### src/rtl/mdc_transpose.sv
// ============================================================================
// Module   : mdc_transpose
// Purpose  : LANES x LANES corner-turn for multi-lane complex streams, with
//            ping-pong banks and a one-cycle pass-through (bypass) mode.
// Option   : define MDC_TRANSPOSE_BITREV_EN for bit-reversed read ordering.
// Revision : 1.0 - initial release
// ============================================================================
`default_nettype none

module mdc_transpose #(
  parameter int LANES = 4,
  parameter int DW    = 64
) (
  input  logic                clk,
  input  logic                rst,
  input  logic                in_valid,
  input  logic                bypass,
  input  logic [LANES*DW-1:0] d,
  output logic                out_valid,
  output logic                out_first,
  output logic                out_last,
  output logic [LANES*DW-1:0] q
);

  localparam int              LW       = (LANES > 1) ? $clog2(LANES) : 1;
  localparam logic [LW-1:0]   CNT_LAST = LW'(LANES - 1);

  typedef enum logic [0:0] {
    ST_IDLE = 1'b0,
    ST_READ = 1'b1
  } state_t;

  function automatic logic [LW-1:0] bitrev(input logic [LW-1:0] x);
    logic [LW-1:0] r;
    for (int k = 0; k < LW; k++) r[k] = x[LW-1-k];
    return r;
  endfunction

  state_t        state, state_nx;
  logic [LW-1:0] wcnt;
  logic [LW-1:0] rcnt, rcnt_nx;
  logic          wbank;
  logic          rbank, rbank_nx;
  logic          mode_byp;

  // [bank][input beat][input lane]
  logic [DW-1:0] mem [2][LANES][LANES];

  logic          byp_eff;
  logic          wr_en;
  logic          blk_done;
  logic [LANES*DW-1:0] rd_word;

  // Mode may only change on a block boundary with nothing left to drain;
  // otherwise the latched mode stays in force.
  assign byp_eff  = (wcnt == '0 && state == ST_IDLE) ? bypass : mode_byp;
  assign wr_en    = in_valid && !byp_eff;
  assign blk_done = wr_en && (wcnt == CNT_LAST);

  always_ff @(posedge clk) begin
    if (rst) begin
      wcnt     <= '0;
      wbank    <= 1'b0;
      mode_byp <= 1'b0;
    end else begin
      mode_byp <= byp_eff;
      if (wr_en) wcnt <= wcnt + LW'(1);
      if (blk_done) wbank <= ~wbank;
    end
  end

  always_ff @(posedge clk) begin
    if (!rst && wr_en) begin
      for (int i = 0; i < LANES; i++) mem[wbank][wcnt][i] <= d[i*DW +: DW];
    end
  end

  always_ff @(posedge clk) begin
    if (rst) begin
      state <= ST_IDLE;
      rcnt  <= '0;
      rbank <= 1'b0;
    end else begin
      state <= state_nx;
      rcnt  <= rcnt_nx;
      rbank <= rbank_nx;
    end
  end

  always_comb begin
    state_nx = state;
    rcnt_nx  = rcnt;
    rbank_nx = rbank;
    case (state)
      ST_IDLE: begin
        if (blk_done) begin
          state_nx = ST_READ;
          rcnt_nx  = '0;
          rbank_nx = wbank;
        end
      end
      ST_READ: begin
        if (rcnt == CNT_LAST) begin
          rcnt_nx = '0;
          if (blk_done) rbank_nx = wbank;
          else          state_nx = ST_IDLE;
        end else begin
          rcnt_nx = rcnt + LW'(1);
        end
      end
      default: begin
        state_nx = ST_IDLE;
        rcnt_nx  = '0;
      end
    endcase
  end

  for (genvar j = 0; j < LANES; j++) begin : g_rd_lane
`ifdef MDC_TRANSPOSE_BITREV_EN
    localparam logic [LW-1:0] ROW = bitrev(LW'(j));
    assign rd_word[j*DW +: DW] = mem[rbank][ROW][bitrev(rcnt)];
`else
    localparam logic [LW-1:0] ROW = LW'(j);
    assign rd_word[j*DW +: DW] = mem[rbank][ROW][rcnt];
`endif
  end

  always_ff @(posedge clk) begin
    if (rst) begin
      q         <= '0;
      out_valid <= 1'b0;
      out_first <= 1'b0;
      out_last  <= 1'b0;
    end else if (byp_eff) begin
      out_valid <= in_valid;
      out_first <= in_valid;
      out_last  <= in_valid;
      if (in_valid) q <= d;
    end else begin
      out_valid <= (state == ST_READ);
      out_first <= (state == ST_READ) && (rcnt == '0);
      out_last  <= (state == ST_READ) && (rcnt == CNT_LAST);
      if (state == ST_READ) q <= rd_word;
    end
  end

endmodule

`default_nettype wire

### config.mk
export PLATFORM = sky130hd
export DESIGN_NAME = mdc_transpose
export DESIGN_NICKNAME = d
export VERILOG_FILES = /design/src/rtl/mdc_transpose.sv
export SDC_FILE = /design/constraint.sdc
export NUM_CORES = 2
export LEC_CHECK = 0
export BUFFER_PORTS_ARGS = -buffer_cell sky130_fd_sc_hd__buf_2
export CAP_MARGIN = 15
export CORE_MARGIN = 2
export CORE_UTILIZATION = 65
export CTS_BUF_LIST = sky130_fd_sc_hd__clkbuf_4
export DETAILED_ROUTE_END_ITERATION = 8
export GPL_ROUTABILITY_DRIVEN = 0
export PLACE_DENSITY = 0.84
export SYNTH_ARGS = -nofsm -noshare
export SYNTH_HDL_FRONTEND = slang
export SYNTH_SLANG_ARGS = --single-unit
### constraint.sdc
create_clock -name clk -period 43.3 [get_ports clk]
set_input_delay 8.66 -clock clk [delete_from_list [all_inputs] [get_ports clk]]
set_output_delay 8.66 -clock clk [all_outputs]
set_load 0.01 [all_outputs]
==> key figures <==
Run status
  • Status: completed

Power and ir drop
  • Switching Fraction: 23.6%
  • P_sw: ~1.1 mW
  • Comb power frac: between 6 and 7%
  • Clock share of power: 39.3%
  • Sequential power share: 53.8%
  • Worst VDD drop: roughly 0.000028 V
  • Power per cell area: around 43 nW/um2
  • Static Leak: 39.1 nW
  • P_int: between 3 and 4 mW

Logic synthesis
  • FF+latch count, synth: 2316
  • Area share of the largest cell type after synthesis: 63.4%
  • Mapped cell area: 97000 um2
  • Post-synthesis net count: 6402
  • Register area share after synthesis: 68.9%
  • Post-synth EDFFs: 2048
  • Post-Syn Instances: roughly 6100
  • Synth top cells by count: 2048 x edfxtp_1, 1794 x nand2_1, 514 x nand3b_1, 512 x mux4_2, 268 x dfxtp_1
  • Count leader, synth: edfxtp_1
  • Area leader, netlist: edfxtp_1
  • Library cells used by synthesis: 31
  • Synth top area cells: edfxtp_1 63%, mux4_2 12%, nand2_1 6.9%
  • Async S/R FF share, synth: 0%
  • Syn. warnings: 0
  • Avg Cell Area, Syn: 15.8 um2
  • Most used DFF post-synth: edfxtp_1

Die
  • DIE WIDTH: 390 um
  • Die ar.: 152000 um2
  • I/O pin total: 519
  • Initial Utilization: 65.5%
  • Die Ht: ~400 um
  • FP Rows: roughly 140
  • Placeable Area: 148000 um2

Worst setup path
  • CP arrival: 13250 ps
  • Crit. End Element: flop
  • Reg2reg start: wcnt[0]$_SDFFE_PP0P_
  • R2R Path End: mem[0][414]$_DFFE_PP_
  • CP Launch Type: input pin
  • Critical path class: in -> reg
  • CP required: 44180 ps
  • CP Max Fanout: 67
  • Worst reg2reg path depth: 8
  • Flop2flop setup slack: ~38000 ps

Min path
  • Min-delay worst type: reg -> reg
  • HP Start: rbank$_SDFFE_PP0N_
  • Cell depth of the worst hold path: 2

Clock network
  • Resize count post-CTS: 0
  • Post-CTS setup buffers: 0
  • Worst-Skew Late Latency: 1350 ps
  • CTS Sinks: about 2300
  • Clk root buf: clkbuf_4
  • Worst-path clk slew: 60 ps
  • Clock Tree Buf Depth: 4
  • H-tree Lvls: 6
  • Inserted Clock Buffers: 582
  • Hold Buf Count CTS: 0
  • Clock tree from TritonCTS: built

Global routing
  • Total GRT Usage: a little under a third
  • Gr ovfl total: 0
  • Vias in the first global route: slightly above 60000
  • Initial antenna violation count: 24
  • Largest net degree at the start of global routing: 245
  • First-pass GRT wire length: between 300000 and 400000 um

Run
  • Max-cap viol count: 0

Detailed routing
  • Remaining DRCs: 0
  • 1st-iter DRT viols: 6416
  • DRT Pass-1 Iters: 6
  • Drt total wl: 237000 um
  • Vias per inst: 6.43
  • Routed Antenna Nets: 0
  • Routed len/inst: 25.6 um
  • Routed via count: 59700

Finish
  • Fraction of layout cells with a size suffix above 1: 29.9%
  • Fill cells: 8567
  • Layout Cells excl Fill: just over 9000
  • Area Overhead vs Synth: 11.7%
  • Nets: approximately 7100

STA
  • Final hold vios: 0
  • Clock skew: 102 ps
  • RSZ-0062 raised after global routing: no
  • Final number of setup-violating endpoints: 0
  • Slew @ Worst Pin: 1400 ps
  • Final count of pins violating max slew: 0
  • Min cycle time layout: 12380 ps
  • Fin Setup TNS: 0 ps
  • Period utilization: roughly 29%
  • F_max: 80.8 MHz
  • Slew HR: ~6.6%

Place
  • # port buffers: 518
  • Placed insts: 8226
  • Post-DP HPWL: 137000 um
## critical path, cell delays in order
cell,delay [ps]
buf_2,260
nor2b_1,730
o2111ai_4,640
nor2_4,210
buf_4,830
buf_4,870
buf_4,880
## worst max path at each step
stage / from / endpoint / depth (start not counted)
2_1_floorplan: rst / mem[0][0]$_DFFE_PP_ / 5
3_3_place_gp: in_valid / mem[0][290]$_DFFE_PP_ / 7
3_5_place_dp: in_valid / mem[0][418]$_DFFE_PP_ / 7
6_report: in_valid / mem[0][414]$_DFFE_PP_ / 7
5_1_grt: in_valid / mem[0][360]$_DFFE_PP_ / 7
4_1_cts: in_valid / mem[0][360]$_DFFE_PP_ / 7
## layer usage
| layer | global-route usage, % | wire length (um) | vias up |
|---|---|---|---|
| met1 | 41.5 | 83800 | 29600 |
| met2 | 49.9 | 115000 | 3969 |
| met3 | 7.15 | 28500 | 558 |
| met4 | 14.4 | 9440 | 10 |
| met5 | 0 | 66 | - |
| li1 | - | - | 25500 |
## state kept, by name (all words and copies together), names as in the netlist, named ones only
name,count
wbank,1
q,256
out_first,1
rbank,1
wcnt,2
mem,2048
out_valid,1
out_last,1
mode_byp,1
state,1
rcnt,2
## kinds of logic after synthesis
group,count (synthesis),share of synthesized area (%)
flops,2316,68.9
simple gates,2331,11.0
compound gates,276,3.30
xor+xnor,1,0.00903
buf+inv,436,2.08
mux,770,14.6
fa+ha+maj,6,0.0774
## metrics by stage
stage          hold slack (ps)  util, %  setup WS [ps]  total power, mW  cell area, um2
2_1_floorplan              454        -          22270             2.75           97000
3_3_place_gp               455     68.1          29740             2.86          101000
3_5_place_dp               471     68.1          29560             2.88          101000
4_1_cts                    483     73.2          30980             4.70          108000
5_1_grt                    523     73.2          30740             4.84          108000
6_report                   488     73.2          30920             4.68          108000
## power groups by stage
stage,combinational [mW],sequential (mW),clock (mW)
floorplan,0.169,2.58,0
global placement,0.299,2.56,0
detailed placement,0.314,2.57,0
CTS,0.316,2.52,1.87
global route,0.342,2.52,1.98
finish,0.320,2.52,1.84
## cell type report
type                            count  area, um2  area share (%)
Sequential cell                  2316      66900            61.7
Multi-Input combinational cell   3384      28300            26.1
Clock buffer                      905       6790            6.27
Timing Repair Buffer              590       3260            3.00
Tap cell                         1930       2410            2.23
Clock inverter                    122        664           0.613
Antenna cell                       25       62.6          0.0577
Inverter                            6       30.0          0.0277
## cells in the final DEF, fill, tap and decap left out, types with 87 or more instances in the layout
cell / synthesis / routed
mux4_2: 512 / 512
buf_2: 146 / 517
o221ai_2: 127 / 127
nand3b_1: 514 / 514
dfxtp_1: 268 / 266
mux2i_1: 257 / 257
clkbuf_4: 0 / 905
o221ai_1: 129 / 129
nand2_1: 1794 / 1794
clkinv_1: 0 / 87
edfxtp_1: 2048 / 2048
Note: power is estimated with default switching activity, not from simulation.
